[src/rtl/uart_io.sv]
// uart_io: memory-mapped UART on the CPU I/O page with 4-deep TX/RX FIFOs,
// a programmable baud divisor, sticky error flags and one interrupt flag.
// Optional build macro UART_PARITY_EN switches framing from 8N1 to 8E1.
module uart_io #(
   parameter logic [7:0]  BASE_ADDR = 8'h20,
   parameter int          FIFO_AW   = 2,
   parameter logic [15:0] DIV_RESET = 16'd1665
) (
   input  logic       clk,
   input  logic       rst_n,
   input  logic [7:0] din,
   input  logic [7:0] address,
   input  logic       w_en,
   input  logic       r_en,
   output logic [7:0] dout,
   input  logic       rx,
   output logic       tx,
   output logic       irq_flag,
   input  logic       irq_flag_clr
);
   localparam int DEPTH = 1 << FIFO_AW;
   localparam int CW    = FIFO_AW + 1;
   localparam logic [7:0] OFF_DATA = 8'd0, OFF_STAT = 8'd1, OFF_CTRL = 8'd2,
                          OFF_DLO  = 8'd3, OFF_DHI  = 8'd4;

   typedef enum logic [2:0] {S_IDLE, S_START, S_DATA, S_PAR, S_STOP} state_t;
`ifdef UART_PARITY_EN
   localparam state_t POST_DATA = S_PAR;
`else
   localparam state_t POST_DATA = S_STOP;
`endif

   // Register interface; a write wins over a simultaneous read.
   logic [7:0]  off, rdata, dout_q, dout_d;
   logic        wr, rd;
   logic [1:0]  ctrl_q, ctrl_d;
   logic [15:0] div_q, div_d;
   logic [2:0]  err_q, err_d, err_clr;   // {parity, framing, overrun}
   logic        irq_q, irq_d, irq_set, txe_prev_q;
   logic        perr_set, ferr_set, ovr_set;

   assign off     = address - BASE_ADDR;
   assign wr      = w_en;
   assign rd      = r_en & ~w_en;
   assign err_clr = (wr && off == OFF_STAT) ? din[6:4] : 3'b000;

   // TX FIFO
   logic [7:0]         txf_mem [DEPTH];
   logic [FIFO_AW-1:0] txf_wp_q, txf_rp_q;
   logic [CW-1:0]      txf_cnt_q;
   logic               txf_full, txf_empty, txf_push, txf_pop;
   logic [7:0]         txf_rdata;

   // RX FIFO
   logic [7:0]         rxf_mem [DEPTH];
   logic [FIFO_AW-1:0] rxf_wp_q, rxf_rp_q;
   logic [CW-1:0]      rxf_cnt_q;
   logic               rxf_full, rxf_empty, rxf_push, rxf_pop;

   // TX FSM
   state_t      tx_st_q, tx_st_d;
   logic [15:0] tx_cnt_q, tx_cnt_d, tx_div_q, tx_div_d;
   logic [2:0]  tx_bit_q, tx_bit_d;
   logic [7:0]  tx_sh_q, tx_sh_d;
   logic        tx_par_q, tx_par_d, tx_tick, tx_load, tx_busy, tx_empty;

   // RX FSM
   state_t      rx_st_q, rx_st_d;
   logic [15:0] rx_cnt_q, rx_cnt_d, rx_div_q, rx_div_d;
   logic [2:0]  rx_bit_q, rx_bit_d;
   logic [7:0]  rx_sh_q, rx_sh_d;
   logic        rx_perr_q, rx_perr_d, rx_tick, rx_push;
   logic        rx_s1_q, rx_s2_q, rx_prev_q;

   assign txf_full  = (txf_cnt_q == CW'(DEPTH));
   assign txf_empty = (txf_cnt_q == '0);
   assign txf_rdata = txf_mem[txf_rp_q];
   assign txf_pop   = tx_load;
   assign txf_push  = wr && off == OFF_DATA && (!txf_full || txf_pop);

   assign rxf_full  = (rxf_cnt_q == CW'(DEPTH));
   assign rxf_empty = (rxf_cnt_q == '0);
   assign rxf_pop   = rd && off == OFF_DATA && !rxf_empty;
   assign rxf_push  = rx_push && (!rxf_full || rxf_pop);

   assign ovr_set   = rx_push && !rxf_push;
   assign perr_set  = rx_push && rx_perr_q;
   assign tx_busy   = (tx_st_q != S_IDLE);
   assign tx_empty  = txf_empty && !tx_busy;
   assign tx_tick   = (tx_cnt_q == '0);
   assign rx_tick   = (rx_cnt_q == '0);
   assign irq_set   = (ctrl_q[0] && rxf_push) || (ctrl_q[1] && tx_empty && !txe_prev_q);

   // FIFO storage (data only, no reset needed)
   always_ff @(posedge clk) begin
      if (txf_push) txf_mem[txf_wp_q] <= din;
      if (rxf_push) rxf_mem[rxf_wp_q] <= rx_sh_q;
   end

   // FIFO pointers and occupancy counts
   always_ff @(posedge clk or negedge rst_n) begin
      if (!rst_n) begin
         txf_wp_q <= '0; txf_rp_q <= '0; txf_cnt_q <= '0;
         rxf_wp_q <= '0; rxf_rp_q <= '0; rxf_cnt_q <= '0;
      end else begin
         if (txf_push) txf_wp_q <= txf_wp_q + 1'b1;
         if (txf_pop)  txf_rp_q <= txf_rp_q + 1'b1;
         txf_cnt_q <= txf_cnt_q + CW'(txf_push) - CW'(txf_pop);
         if (rxf_push) rxf_wp_q <= rxf_wp_q + 1'b1;
         if (rxf_pop)  rxf_rp_q <= rxf_rp_q + 1'b1;
         rxf_cnt_q <= rxf_cnt_q + CW'(rxf_push) - CW'(rxf_pop);
      end
   end

   // Read mux for the registered read port
   always_comb begin
      rdata = 8'h00;
      case (off)
         OFF_DATA: rdata = rxf_empty ? 8'h00 : rxf_mem[rxf_rp_q];
         OFF_STAT: rdata = {1'b0, err_q, tx_busy, tx_empty, txf_full, !rxf_empty};
         OFF_CTRL: rdata = {6'b0, ctrl_q};
         OFF_DLO:  rdata = div_q[7:0];
         OFF_DHI:  rdata = div_q[15:8];
         default:  rdata = 8'h00;
      endcase
   end

   // Next state of control registers, sticky errors, read data and interrupt
   always_comb begin
      ctrl_d = ctrl_q;
      div_d  = div_q;
      if (wr) begin
         case (off)
            OFF_CTRL: ctrl_d = din[1:0];
            OFF_DLO:  div_d[7:0]  = din;
            OFF_DHI:  div_d[15:8] = din;
            default:  ;
         endcase
      end
      err_d  = (err_q & ~err_clr) | {perr_set, ferr_set, ovr_set};
      dout_d = rd ? rdata : dout_q;
      irq_d  = irq_set | (irq_q & ~irq_flag_clr);
   end

   // Control register state
   always_ff @(posedge clk or negedge rst_n) begin
      if (!rst_n) begin
         ctrl_q <= '0; div_q <= DIV_RESET; err_q <= '0;
         dout_q <= '0; irq_q <= 1'b0; txe_prev_q <= 1'b1;
      end else begin
         ctrl_q <= ctrl_d; div_q <= div_d; err_q <= err_d;
         dout_q <= dout_d; irq_q <= irq_d; txe_prev_q <= tx_empty;
      end
   end

   assign dout     = dout_q;
   assign irq_flag = irq_q;

   // TX FSM state register
   always_ff @(posedge clk or negedge rst_n) begin
      if (!rst_n) begin
         tx_st_q <= S_IDLE; tx_cnt_q <= '0; tx_div_q <= '0;
         tx_bit_q <= '0; tx_sh_q <= '0; tx_par_q <= 1'b0;
      end else begin
         tx_st_q <= tx_st_d; tx_cnt_q <= tx_cnt_d; tx_div_q <= tx_div_d;
         tx_bit_q <= tx_bit_d; tx_sh_q <= tx_sh_d; tx_par_q <= tx_par_d;
      end
   end

   // TX FSM next state; leaving STOP with data pending starts the next frame at once
   always_comb begin
      tx_st_d  = tx_st_q;
      tx_cnt_d = tx_tick ? tx_div_q : tx_cnt_q - 16'd1;
      tx_div_d = tx_div_q;
      tx_bit_d = tx_bit_q;
      tx_sh_d  = tx_sh_q;
      tx_par_d = tx_par_q;
      tx_load  = 1'b0;
      case (tx_st_q)
         S_IDLE: begin
            tx_cnt_d = tx_cnt_q;
            tx_load  = !txf_empty;
         end
         S_START: if (tx_tick) begin tx_st_d = S_DATA; tx_bit_d = 3'd0; end
         S_DATA: if (tx_tick) begin
            tx_sh_d  = {1'b0, tx_sh_q[7:1]};
            tx_bit_d = tx_bit_q + 3'd1;
            if (tx_bit_q == 3'd7) tx_st_d = POST_DATA;
         end
         S_PAR:  if (tx_tick) tx_st_d = S_STOP;
         S_STOP: if (tx_tick) begin tx_st_d = S_IDLE; tx_load = !txf_empty; end
         default: tx_st_d = S_IDLE;
      endcase
      // divisor is latched here so a mid-frame DIV write never disturbs a frame
      if (tx_load) begin
         tx_st_d  = S_START;
         tx_sh_d  = txf_rdata;
         tx_par_d = ^txf_rdata;
         tx_div_d = div_q;
         tx_cnt_d = div_q;
      end
   end

   // TX line output decoded from FSM state
   always_comb begin
      case (tx_st_q)
         S_START: tx = 1'b0;
         S_DATA:  tx = tx_sh_q[0];
         S_PAR:   tx = tx_par_q;
         default: tx = 1'b1;
      endcase
   end

   // RX synchronizer, edge history and FSM state register
   always_ff @(posedge clk or negedge rst_n) begin
      if (!rst_n) begin
         rx_s1_q <= 1'b1; rx_s2_q <= 1'b1; rx_prev_q <= 1'b1;
         rx_st_q <= S_IDLE; rx_cnt_q <= '0; rx_div_q <= '0;
         rx_bit_q <= '0; rx_sh_q <= '0; rx_perr_q <= 1'b0;
      end else begin
         rx_s1_q <= rx; rx_s2_q <= rx_s1_q; rx_prev_q <= rx_s2_q;
         rx_st_q <= rx_st_d; rx_cnt_q <= rx_cnt_d; rx_div_q <= rx_div_d;
         rx_bit_q <= rx_bit_d; rx_sh_q <= rx_sh_d; rx_perr_q <= rx_perr_d;
      end
   end

   // RX FSM next state: half-bit to mid start, then one sample per bit period
   always_comb begin
      rx_st_d   = rx_st_q;
      rx_cnt_d  = rx_tick ? rx_div_q : rx_cnt_q - 16'd1;
      rx_div_d  = rx_div_q;
      rx_bit_d  = rx_bit_q;
      rx_sh_d   = rx_sh_q;
      rx_perr_d = rx_perr_q;
      rx_push   = 1'b0;
      ferr_set  = 1'b0;
      case (rx_st_q)
         S_IDLE: begin
            rx_cnt_d = rx_cnt_q;
            if (rx_prev_q && !rx_s2_q) begin
               rx_st_d   = S_START;
               rx_div_d  = div_q;
               rx_cnt_d  = {1'b0, div_q[15:1]};
               rx_perr_d = 1'b0;
            end
         end
         S_START: if (rx_tick) begin
            rx_st_d  = rx_s2_q ? S_IDLE : S_DATA;
            rx_bit_d = 3'd0;
         end
         S_DATA: if (rx_tick) begin
            rx_sh_d  = {rx_s2_q, rx_sh_q[7:1]};
            rx_bit_d = rx_bit_q + 3'd1;
            if (rx_bit_q == 3'd7) rx_st_d = POST_DATA;
         end
         S_PAR: if (rx_tick) begin
            rx_perr_d = rx_s2_q ^ (^rx_sh_q);
            rx_st_d   = S_STOP;
         end
         S_STOP: if (rx_tick) begin
            rx_st_d  = S_IDLE;
            rx_push  = rx_s2_q;
            ferr_set = !rx_s2_q;
         end
         default: rx_st_d = S_IDLE;
      endcase
   end
endmodule

[config.mk]
export PLATFORM = sky130hd
export DESIGN_NAME = uart_io
export DESIGN_NICKNAME = d
export VERILOG_FILES = /design/src/rtl/uart_io.sv
export SDC_FILE = /design/constraint.sdc
export NUM_CORES = 1
export LEC_CHECK = 0
export CAP_MARGIN = 20
export CORE_ASPECT_RATIO = 1.1
export CORE_UTILIZATION = 45
export DETAILED_ROUTE_END_ITERATION = 7
export GPL_TIMING_DRIVEN = 0
export PLACE_DENSITY = 0.69
export REMOVE_ABC_BUFFERS = 1
export SYNTH_ARGS = -nofsm -noshare
export SYNTH_HDL_FRONTEND = slang
export SYNTH_SLANG_ARGS = --single-unit
[constraint.sdc]
create_clock -name clk -period 4.5 [get_ports clk]
set_input_delay 0.45 -clock clk [delete_from_list [all_inputs] [get_ports clk]]
set_output_delay 0.45 -clock clk [all_outputs]
set_load 0.02 [all_outputs]
==> flow_summary.rst <==
.. list-table::
   :header-rows: 1

   * - Metric
     - Value
   * - Max-capacitance violation count
     - 0
   * - Relative slew slack
     - 34.4%
   * - P per Cell Area
     - 514 nW/um^2
   * - Post-Syn Instances
     - 818
   * - Area share of the largest cell type after synthesis
     - 34.1%
   * - Worst hold path type
     - in2reg
   * - Number of design-rule violations left by the first detailed-router iteration
     - 407
   * - Boundary Pins
     - 32
   * - Met1 usage in global routing
     - 25.8%
   * - Clock buffers created by TritonCTS
     - 22
   * - Category of cells accounting for the largest share of critical-path delay
     - compound AO/OA/AOI/OAI gates
   * - Fill count
     - 1851
   * - Total length of routed wires
     - 20500 um
   * - Worst Max-Slew Pin Slew
     - 984 ps
   * - Die Footprint
     - 22400 um^2
   * - Data required, critical path
     - 4890 ps
   * - Cell leakage power
     - 4.73 nW
   * - Clock-pin slew of the registers on the worst-case setup and hold paths
     - 60 ps
   * - Post-route fraction of the period consumed by the critical path
     - 92.3%
   * - CP arrival
     - 4540 ps
   * - Synth warnings
     - 0
   * - Antenna Nets Post-Route
     - 0
   * - Most utilized layer in the global route result
     - met2
   * - Clk root buf
     - clkbuf_16
   * - Per-cell routed wire length
     - 18.0 um
   * - Final Worst Setup Slack
     - 348 ps
   * - Total congestion overflow after global routing
     - 0
   * - Number of storage elements in the synthesis netlist
     - 206
   * - Post-Synthesis Cell Area
     - 9820 um^2
   * - Vias in the first global route
     - 6442
   * - Async set or reset register ratio after synthesis
     - 68.9%
   * - Shortest clock period the worst path allows after layout
     - 4150 ps
   * - Sequential fraction of the synthesis area
     - 55.9%
   * - Clk buf depth
     - 3
   * - Via count
     - 6335
   * - Die H
     - 157 um
   * - Number of cells in the design after placement
     - 1100
   * - Growth of design area from synthesis to finish
     - 14.0%
   * - Core region area
     - 21400 um^2
   * - Ratio of cells with drive above 1 in the final layout
     - 13.7%
   * - Placer's final routability congestion estimate
     - 0.785
   * - DRC violations left
     - 0
   * - Maximum net fanout on the critical path
     - 31
   * - Most common cell in the netlist
     - dfrtp_1
   * - M3 GR Usage
     - 2.92%
   * - Cell taking the most area after synthesis
     - dfrtp_1
   * - Total clock sinks
     - 206
   * - Final-stage net count
     - 879
   * - Commonest cells post-synth
     - dfrtp_1 (134), nand2_1 (100), edfxtp_1 (64)
   * - Cell Rows
     - 56
   * - Total setup buffers inserted after CTS
     - 0
   * - TritonRoute pass-1 iters
     - 5
   * - Horizontal die dimension
     - 143 um
   * - Post-synthesis cell type count
     - 76
   * - Detailed Place HPWL
     - 13600 um
   * - Maximum clock skew at final layout
     - 8.15 ps
   * - Main flop type after synthesis
     - dfrtp_1
   * - Max Transition Viols Final
     - 0
   * - Result of the run
     - complete, no violations
   * - Number of setup violations in the final report
     - 0
   * - Port-buffer cells
     - 31
   * - Number of standard cells in the layout, taps in and fillers out
     - 1141
   * - Count of flip-flops with a built-in enable after synthesis
     - 64
   * - Avg Synthesized Cell Area
     - 12.0 um^2
   * - TritonCTS clock tree
     - yes
   * - Setup slack at placement
     - -42.5 ps
   * - Setup repair after global routing missed its margin
     - no
   * - Final hold violation count
     - 0
   * - Worst vdd ir
     - 246 uV
   * - Largest net degree at the start of global routing
     - 87
   * - Global-route wire length before repair
     - 33600 um
   * - Main area contributors after synthesis
     - dfrtp_1 (34%), edfxtp_1 (20%), nand2_1 (3.8%), mux4_2 (3.7%), mux2_2 (3.4%)
   * - Starting density of the core
     - 46.0%
   * - Crit Path Class
     - reg2reg
   * - Initial antenna violation count
     - 0
   * - Highest achievable clock rate
     - 0.241 GHz
   * - Slowest-stage cell, CP
     - or4b_1
   * - Worst-path cell chain
     - inv_1 > ha_1 > or4b_1 > o41ai_2 > nand2_4 > a31oi_4 > inv_2 > ha_1 > inv_1 > ha_1 > inv_1 > fa_1 > xnor2_1 > xnor2_1
   * - Worst-Skew Late Latency
     - 500 ps
   * - Overall Global Routing Usage
     - 19.3%
   * - Category of the worst setup path launch point
     - flip-flop
   * - Antenna diode instance count
     - 0
   * - GR Util met2
     - 32.8%
   * - Critical path capture point type
     - flip-flop
   * - Number of buffer and inverter instances along the worst setup path
     - 4
   * - Per-cell via count in the routed design
     - 5.55
   * - H-tree Lvls
     - 1
   * - Maximum single-stage delay on the critical path
     - 660 ps
## cell families after synthesis
group                      share of synthesized area (%)
buffers and inverters                               2.83
DFF                                                 55.9
xor gates and xnor gates                            4.01
AOI/OAI and AO/OA                                   9.77
and+or+nand+nor                                     13.7
muxes                                               10.9
adders and majority gates                           2.96
## worst paths after layout
check / depth (start not counted) / slack (ps) / from / end
min reg2reg: 0 / 360 / rx_s1_q$_DFF_PN1_ / rx_s2_q$_DFF_PN1_
min: 1 / 360 / rx / rx_s1_q$_DFF_PN1_
max: 14 / 350 / tx_cnt_q[0]$_DFFE_PN0P_ / txf_cnt_q[2]$_DFF_PN0_
max reg2reg: 14 / 350 / tx_cnt_q[0]$_DFFE_PN0P_ / txf_cnt_q[2]$_DFF_PN0_
min in group asynchronous: 2 / 470 / rst_n / tx_sh_q[2]$_DFFE_PN0P_
max in group asynchronous: 3 / 3160 / rst_n / rx_prev_q$_DFF_PN1_
## worst register-to-register path, stage by stage, from the launching register on
cell	delay [ps]
dfrtp_1	420
inv_1	90
ha_1	220
or4b_1	660
o41ai_2	630
nand2_4	350
a31oi_4	450
inv_2	60
ha_1	280
inv_1	50
ha_1	120
inv_1	40
fa_1	380
xnor2_1	150
xnor2_1	120
## sequential cells by signal, summed over array words and instances (netlist names), 3 cells and up
| signal | count |
|---|---|
| err_q | 3 |
| txf_cnt_q | 3 |
| rxf_mem | 32 |
| rxf_cnt_q | 3 |
| rx_st_q | 3 |
| dout | 8 |
| tx_st_q | 3 |
| rx_bit_q | 3 |
| tx_cnt_q | 16 |
| tx_sh_q | 8 |
| rx_sh_q | 8 |
| txf_mem | 32 |
| tx_bit_q | 3 |
| tx_div_q | 16 |
| div_q | 16 |
| rx_div_q | 16 |
| rx_cnt_q | 16 |
## area by class of cell
class | instances | area (um^2) | area share, %
sequential | 206 | 5490 | 49.0
multi-input combinational | 544 | 4080 | 36.4
clock buffer | 27 | 643 | 5.75
timing repair buffer | 35 | 372 | 3.32
tap | 290 | 363 | 3.24
clock inverter | 13 | 149 | 1.33
inverter | 26 | 103 | 0.917
## layer usage
layer	vias to the layer above	share of wire, %
met3	33	3.6
met2	105	49
met4	0	2.0
met5	-	0
li1	3050	-
met1	3147	46
## power breakdown
group	switching, mW	internal (mW)
clock	0.752	1.19
sequential	0.356	2.22
combinational	0.612	0.625
total	1.72	4.03
## per-stage QoR
| stage | TNS, ps | total power [mW] | hold slack, ps | cell area [um^2] | util, % |
|---|---|---|---|---|---|
| 5_1_grt | 0 | 6.07 | 346 | 11200 | 52.4 |
| 3_5_place_dp | -62.9 | 3.84 | 352 | 10400 | 48.6 |
| 6_report | 0 | 5.75 | 356 | 11200 | 52.4 |
| 2_1_floorplan | 0 | 3.50 | 154 | 9640 | - |
| 3_3_place_gp | -407450 | 3.79 | 349 | 10300 | 48.3 |
| 4_1_cts | 0 | 5.80 | 341 | 11200 | 52.3 |
## layout by cell type, fill, tap and decap left out, types with 16 or more instances in the layout
cell type | synthesis | layout
dfrtp_1 | 134 | 134
nand2_1 | 100 | 100
edfxtp_1 | 64 | 64
nor2_1 | 45 | 45
xnor2_1 | 33 | 33
mux2_2 | 30 | 30
clkdlybuf4s50_1 | 0 | 30
clkbuf_16 | 0 | 25
inv_1 | 23 | 23
ha_1 | 20 | 20
o21ai_0 | 19 | 19
mux2_1 | 18 | 18
a31oi_1 | 18 | 18
mux2i_1 | 17 | 17
mux4_2 | 16 | 16
## what timing repair did
| item | in CTS | in global routing |
|---|---|---|
| hold buffers | 1 | 0 |
| endpoints found under the setup margin | 1 | 1 |
| resized for setup | 1 | 2 |
| endpoints found under the hold margin | 55 | 0 |
| gates cloned | 0 | 0 |
Power figures use the tool's default switching activity.
